[config.mk]
export PLATFORM = sky130hd
export DESIGN_NAME = eight_bit_sar_search
export DESIGN_NICKNAME = d
export VERILOG_FILES = /design/src/rtl/eight_bit_sar_search.sv
export SDC_FILE = /design/constraint.sdc
export NUM_CORES = 1
export LEC_CHECK = 0
export ABC_AREA = 1
export ABC_CLOCK_PERIOD_IN_PS = 1500
export BUFFER_PORTS_ARGS = -buffer_cell sky130_fd_sc_hd__buf_2
export CORE_ASPECT_RATIO = 0.9
export CORE_MARGIN = 5
export CORE_UTILIZATION = 50
export DETAILED_ROUTE_END_ITERATION = 8
export PLACE_DENSITY_LB_ADDON = 0.25
export SLEW_MARGIN = 5
export SYNTH_ARGS = -nofsm -noshare
export SYNTH_HDL_FRONTEND = slang
export SYNTH_SLANG_ARGS = --single-unit
[constraint.sdc]
create_clock -name clk -period 1.5 [get_ports clk]
set_clock_uncertainty 0.1 [all_clocks]
set_input_delay 0.3 -clock clk [delete_from_list [all_inputs] [get_ports clk]]
set_output_delay 0.3 -clock clk [all_outputs]
set_load 0.05 [all_outputs]
[src/rtl/eight_bit_sar_search.sv]
// eight_bit_sar_search: MSB-first successive-approximation controller
// that recovers an 8-bit operand through an external magnitude comparator.
module eight_bit_sar_search (
  input  logic       clk,
  input  logic       rst_n,
  input  logic       start,
  input  logic       agb,
  input  logic       aeb,
  input  logic       alb,
  output logic [7:0] b,
  output logic       busy,
  output logic       done,
  output logic [7:0] result,
  output logic       err
);

  typedef enum logic [1:0] {
    IDLE   = 2'd0,
    TEST   = 2'd1,
    VERIFY = 2'd2
  } state_t;

  state_t     state;
  logic [7:0] acc;
  logic [2:0] idx;

  logic       onehot;
  logic [7:0] base;
  logic [7:0] trial;
  logic [2:0] idx_m1;

  assign onehot = (agb & ~aeb & ~alb)
                | (~agb & aeb & ~alb)
                | (~agb & ~aeb & alb);
  assign base   = agb ? b : acc;
  assign idx_m1 = idx - 3'd1;
  assign trial  = base | (8'h01 << idx_m1);

  always_ff @(posedge clk) begin
    if (!rst_n) begin
      state  <= IDLE;
      acc    <= 8'h00;
      idx    <= 3'd0;
      b      <= 8'h00;
      busy   <= 1'b0;
      done   <= 1'b0;
      result <= 8'h00;
      err    <= 1'b0;
    end else begin
      done <= 1'b0;
      unique case (state)
        IDLE: begin
          if (start) begin
            b      <= 8'h80;
            acc    <= 8'h00;
            idx    <= 3'd7;
            busy   <= 1'b1;
            err    <= 1'b0;
            result <= 8'h00;
            state  <= TEST;
          end
        end
        TEST: begin
          if (!onehot) begin
            err    <= 1'b1;
            result <= b;
            busy   <= 1'b0;
            done   <= 1'b1;
            state  <= IDLE;
          end else if (aeb) begin
            result <= b;
            busy   <= 1'b0;
            done   <= 1'b1;
            state  <= IDLE;
          end else begin
            acc <= base;
            if (idx != 3'd0) begin
              b   <= trial;
              idx <= idx_m1;
            end else begin
              // all bits decided without a hit; one last probe confirms
              b     <= base;
              state <= VERIFY;
            end
          end
        end
        VERIFY: begin
          result <= b;
          if (!(aeb && !agb && !alb)) err <= 1'b1;
          busy  <= 1'b0;
          done  <= 1'b1;
          state <= IDLE;
        end
        default: begin
          busy  <= 1'b0;
          state <= IDLE;
        end
      endcase
    end
  end

endmodule

==> reports/results.ini, run 1 <==
[pwr]
ir_worst_vdd_uv = 1160
p_leak_uw = 0.00118
p_int_uw = 2730
switchingPower_uw = 2670
power.share.clock_pct = 11.4
p_comb_share_pct = 62.7
power_uw = 5410
seq_power_share_pct = 25.9
switching_share_pct = 49.5
p_per_area_mw_per_mm2 = 2340

[global_route]
grt_pass1_wl_um = 7180
grt_antenna_before_repair = 0
grt_pass1_vias = 1588
overflow = 0
grt_usage_pct = 19.1
grt_max_degree = 21

[routing]
post_drt_wl_per_cell_um = 12.0
remaining_drc_errors = 0
antenna_left = 0
wl_um = 4310
viasPerCell = 4.91
vias = 1756
drtIter0Drc = 83
drt_pre_antenna_iters = 4

[synth]
synth.largest_area_cell = dfxtp_1
yosysUniqueCellTypes = 25
ys_warn_count = 0
syn_nets = 291
syn_area_mm2 = 0.00183
synth_mux_area_share_pct = 0
synth_compound_area_share_pct = 8.57
synth_fa_ha_area_share_pct = 6.85
synth_xor_area_share_pct = 0
synthTopCellsByArea = dfxtp_1, nand2_1, nor2_1, ha_1, inv_1
async_flop_share_pct = 0
synth_common_cells = nand2_1, nor2_1, dfxtp_1
synthFlopType = dfxtp_1
syn_inst = 275
synth_simple_gate_area_share_pct = 38.2
synth_top_family_by_area = simple AND/OR/NAND/NOR gates
syn_area_per_cell_um2 = 6.64
synth_edf_count = 0
yosys_register_bits = 32
yosysSeqAreaShare_pct = 35.1
synth.most_common_cell = nand2_1
synth_top_area_share_pct = 35.1

[cts]
postCtsSetupRepairBufs = 0
cts_sinks = 32
cts_buffers = 5
cts_tree = done
cts-htree-levels = 2
clockBufferDepth = 2
cts_root_buf = clkbuf_8
worstSkewPairLatency_ns = 0.28
clk_pin_slew_ns = 0.06

[floorplanning]
fp.dieArea_mm2 = 0.00496
boundaryPins = 25
die_h_um = 67.3
rows = 20
start_util_pct = 52.9
die_w_um = 73.7
core-area_mm2 = 0.00345

[hold_path]
hold_end = busy
min_from = start
min_path_cells = 3
hp-class = primary input to register

[worst_setup_path]
critical_path.max_fanout = 6
worst_r2r_endpoint = b[5]
crit_type = register to register
crit_path_end_kind = register
critical_path_required_ns = 1.58
ff2ff_path_depth = 8
start_kind = register
crit_arrival_ns = 1.53
rrSetupSlack_ns = 0.05
rr_startpoint = state[1]

[sta]
worst_slack_ns = 0.0472
fmax_ghz = 0.688
tightest_slew_ns = 0.381
setup_violations = 0
drv_slew = 0
slew_headroom_pct = 74.6
rsz0062_at_grt = yes
hold_viol = 0
final.period_utilization_pct = 96.9
final.min_clock_period_ns = 1.45

[layout]
antenna_cells = 0
drive_above_1_share_pct = 27.7
area_growth_pct = 26.6
finalNetCount = 330

[run_status]
status = complete, no violations

[placement]
pre_cts_slack_ns = -0.101
gp_congestion = 0.857
port_buffers = 24
dp_hpwl_um = 3140

[run]
maxCapViolCount = 0

[per-layer routing]
metal	wire length, um	vias up	global-route usage, %
met5	0	-	0
met4	68	0	7.47
met3	265	6	5.36
met2	2000	39	31.4
met1	1970	769	23.6
li1	-	942	-
[through the flow]
stage	utilization [%]	TNS [ns]	area, um2	hold slack, ns	std cells
finish	66.9	0	2310	0.212	358
global route	66.9	-0.161	2310	0.220	358
CTS	63.6	-0.00803	2200	0.195	358
detailed placement	60.9	-1.72	2100	0.352	351
global placement	60.9	-0.608	2100	0.346	351
floorplan	-	-0.0000205	1830	0.335	275
[worst max-delay path by stage]
| stage | to | depth (start not counted) | from | slack (ns) |
|---|---|---|---|---|
| floorplan | idx[0] | 9 | state[0] | -0.00002 |
| finish | b[5] | 8 | state[1] | 0.05 |
| detailed placement | idx[0] | 8 | state[0] | -0.10 |
| CTS | idx[0] | 8 | state[1] | -0.007 |
| global route | idx[0] | 9 | state[0] | -0.03 |
| global placement | idx[0] | 8 | state[1] | -0.07 |
[sequential cells by signal, indices dropped and copies added (netlist names)]
name and flops:
acc 8, b 8, result 8, idx 3, state 2, busy 1
done 1, err 1
[layout make-up]
class	count	area, um2
tap	44	55.1
clock inverter	1	5.00
timing repair buffer	44	303
clock buffer	6	72.6
multi-input combinational	196	1090
fill	286	1140
sequential	32	646
inverter	35	139
[cells by family (layout without fill, tap and decap cells)]
logic type | after synthesis | in the layout
flip-flops | 32 | 32
AND/OR/NAND/NOR | 158 | 158
AO/OA/AOI/OAI | 28 | 28
buffers and inverters | 47 | 86
adder cells (fa/ha/maj) | 10 | 10
[power by group through the flow]
stage	logic [uW]	registers (uW)	clock network [uW]
after detailed placement	2990	1400	0
after global routing	3760	1450	683
final	3390	1400	616
after CTS	3070	1380	636
after global placement	2950	1390	0
after floorplan	1700	1870	0
[layout by cell type, fill, tap and decap left out, drive strengths merged]
cell type   n
a21oi      14
a31oi       1
buf        44
clkbuf      6
clkinv      2
dfxtp      32
ha         10
inv        34
nand2      74
nand3      17
nand3b      1
nand4      10
nor2       52
nor3        3
o211ai      6
o21ai       7
or2         1
[timing repair]
action / 4_1_cts / 5_1_grt
pin swaps: 0 / 14
hold buffers: 0 / 0
endpoints found under the setup margin: 29 / 30
gates resized for setup: 7 / 29
[worst max-delay path, stage by stage (launching register included)]
cell and delay [ns]:
dfxtp_2 0.33, inv_4 0.09, ha_4 0.20, nand4_4 0.12
nand2_4 0.13, buf_12 0.13, nand3_2 0.08, nor2_2 0.12
nor2_1 0.05
No activity file was read; power rests on OpenSTA's default activity.
==> run 2, diff against run 1 <==
CELL_PAD_IN_SITES_DETAIL_PLACEMENT = 1   (was not set)
CELL_PAD_IN_SITES_GLOBAL_PLACEMENT = 2   (was not set)
CORE_UTILIZATION = 28   (was 50)
==> reports/results.ini, run 2 (same netlist as run 1, synthesis figures left out) <==
[run_status]
status = complete, no violations

[layout]
reg_top3 = acc x8, b x8, result x8
nFillCells = 858  ; +200%
final_cell_mix = nand2_1, nor2_1, inv_1, dfxtp_1, buf_2
area_growth_pct = 35.2
antenna_cells = 0  ; unchanged
finalNetCount = 335  ; +1.5%
final_common_cell = nand2_1
drive_above_1_share_pct = 29.7  ; +2.0 points

[sta]
slew_headroom_pct = 70.2  ; -4.4 points
whs_ns = 0.196  ; -0.0156 ns
final.period_utilization_pct = 99.4  ; +2.5 points
final.min_clock_period_ns = 1.49  ; +0.0378 ns
rsz0062_at_grt = yes
drv_slew = 0  ; unchanged
fmax_ghz = 0.671  ; -2.5%
worst_slack_ns = 0.00933  ; -0.0378 ns
tightest_slew_ns = 0.446  ; +0.0653 ns
setup_violations = 0  ; unchanged
hold_viol = 0  ; unchanged

[worst_setup_path]
rr_startpoint = state[1]
critical_path_required_ns = 1.59  ; about the same
crit_path_frequent_cell = nand2_1
start_kind = register
critical_path.max_fanout = 8  ; +2
cp_slowest_stage_delay_ns = 0.34  ; about the same
crit_arrival_ns = 1.58  ; +0.05 ns
path_cells = inv_4 > ha_4 > buf_8 > nand4_1 > nand2_2 > nand2_1 > nand2_1 > nor2_1
crit_path_end_kind = register
ff2ff_path_depth = 8  ; unchanged
crit_slowest_cell = dfxtp_2
rrSetupSlack_ns = 0.009  ; -0.04 ns
worst_r2r_endpoint = idx[0]
crit_type = register to register

[placement]
dp_hpwl_um = 3980  ; +27%
port_buffers = 24  ; unchanged
pre_cts_slack_ns = -0.200  ; -0.0987 ns
gp_congestion = 0.818  ; -4.5%

[global_route]
grt_pass1_wl_um = 8950  ; +25%
grt_pass1_vias = 1784  ; +12%
grt_usage_pct = 14.1  ; -5.0 points
overflow = 0  ; unchanged
grt_max_degree = 21  ; unchanged
grt_antenna_before_repair = 0  ; unchanged

[floorplanning]
die_h_um = 86.6  ; +29%
core-area_mm2 = 0.00645  ; +87%
start_util_pct = 28.3  ; -25 points
fp.dieArea_mm2 = 0.00824  ; +66%
boundaryPins = 25  ; unchanged
die_w_um = 95.1  ; +29%
rows = 28  ; +40%

[routing]
viasPerCell = 4.44  ; -9.6%
drtIter0Drc = 50  ; -40%
met1_length_um = 2700  ; +37%
remaining_drc_errors = 0  ; unchanged
highest_layer = met4
drt_pre_antenna_iters = 4  ; unchanged
route.met2.wl_um = 2480  ; +24%
wl_met3_um = 173  ; -35%
vias = 1819  ; +3.6%
wl_um = 5420  ; +26%
antenna_left = 0  ; unchanged
post_drt_wl_per_cell_um = 13.2  ; +9.8%

[cts]
clk_pin_slew_ns = 0.08  ; +0.02 ns
cts_buffers = 5  ; unchanged
cts_sinks = 32  ; unchanged
cts-htree-levels = 2  ; unchanged
clockBufferDepth = 2  ; unchanged
hold_buffers = 0  ; unchanged
cts_tree = done
cts_root_buf = clkbuf_8
worstSkewPairLatency_ns = 0.29  ; about the same

[pwr]
switching_share_pct = 49.6  ; +0.099 points
power.share.clock_pct = 14.6  ; +3.2 points
p_int_uw = 2970  ; +8.6%
switchingPower_uw = 2920  ; +9.0%
seq_power_share_pct = 24.0  ; -1.9 points
p_per_area_mw_per_mm2 = 2380  ; +1.8%
p_leak_uw = 0.00122  ; +3.4%
p_comb_share_pct = 61.3  ; -1.4 points
ir_worst_vdd_uv = 624  ; -46%

[run]
maxCapViolCount = 0  ; unchanged

[hold_path]
min_from = start
hp-class = primary input to register
min_path_cells = 3  ; unchanged
hold_end = busy

[run 2: area by class of cell]
cell class,instances,area [um2],share of cell area [%]
Multi-Input combinational cell,197,1110,45.0
Tap cell,90,113,4.56
Inverter,35,144,5.83
Clock inverter,3,42.5,1.72
Timing Repair Buffer,48,344,13.9
Clock buffer,5,68.8,2.79
Sequential cell,32,647,26.2
[run 2: layer usage]
layer | vias to the layer above | GRT usage [%]
met5 | - | 0
met2 | 27 | 22.2
met3 | 5 | 3.30
met1 | 834 | 18.8
li1 | 953 | -
met4 | 0 | 5.37
[run 2: worst max path at each step]
| stage | start | end | slack, ns | depth (start not counted) |
|---|---|---|---|---|
| 6_report | state[1] | idx[0] | 0.009 | 8 |
| 5_1_grt | state[1] | idx[1] | -0.07 | 7 |
| 4_1_cts | state[0] | idx[0] | -0.03 | 9 |
| 3_5_place_dp | state[1] | acc[2] | -0.20 | 9 |
| 3_3_place_gp | state[1] | acc[7] | -0.17 | 9 |
| 2_1_floorplan | state[0] | idx[0] | -0.00002 | 9 |
[run 2: critical path: cells and delay by family (launching register included)]
kind | cells | cell delay (ns)
adders and majority gates | 1 | 0.20
DFF | 1 | 0.34
buffers and inverters | 2 | 0.23
and+or+nand+nor | 5 | 0.53
[run 2: what timing repair did]
item	CTS	global route
pin swaps	1	11
setup endpoints to repair	31	31
gates cloned	0	1
buffers inserted	0	1
gates resized for setup	11	33
[run 2: per-stage QoR]
stage                     utilization [%]    TNS [ns]  area (um2)  cells  total power [uW]
after floorplan                         -  -0.0000205        1830    275              3570
after global placement               33.9       -2.28        2180    400              4480
after detailed placement             33.9       -3.26        2180    400              4520
after CTS                            36.3      -0.108        2340    408              5570
after global routing                 38.3      -0.588        2470    410              6400
final                                38.3           0        2470    410              5880
[run 2: power groups by stage]
stage          clock (uW)  combinational [uW]  sequential (uW)
3_5_place_dp            0                3110             1410
5_1_grt               933                3990             1470
4_1_cts               895                3280             1400
6_report              862                3610             1410
3_3_place_gp            0                3070             1400
2_1_floorplan           0                1700             1870
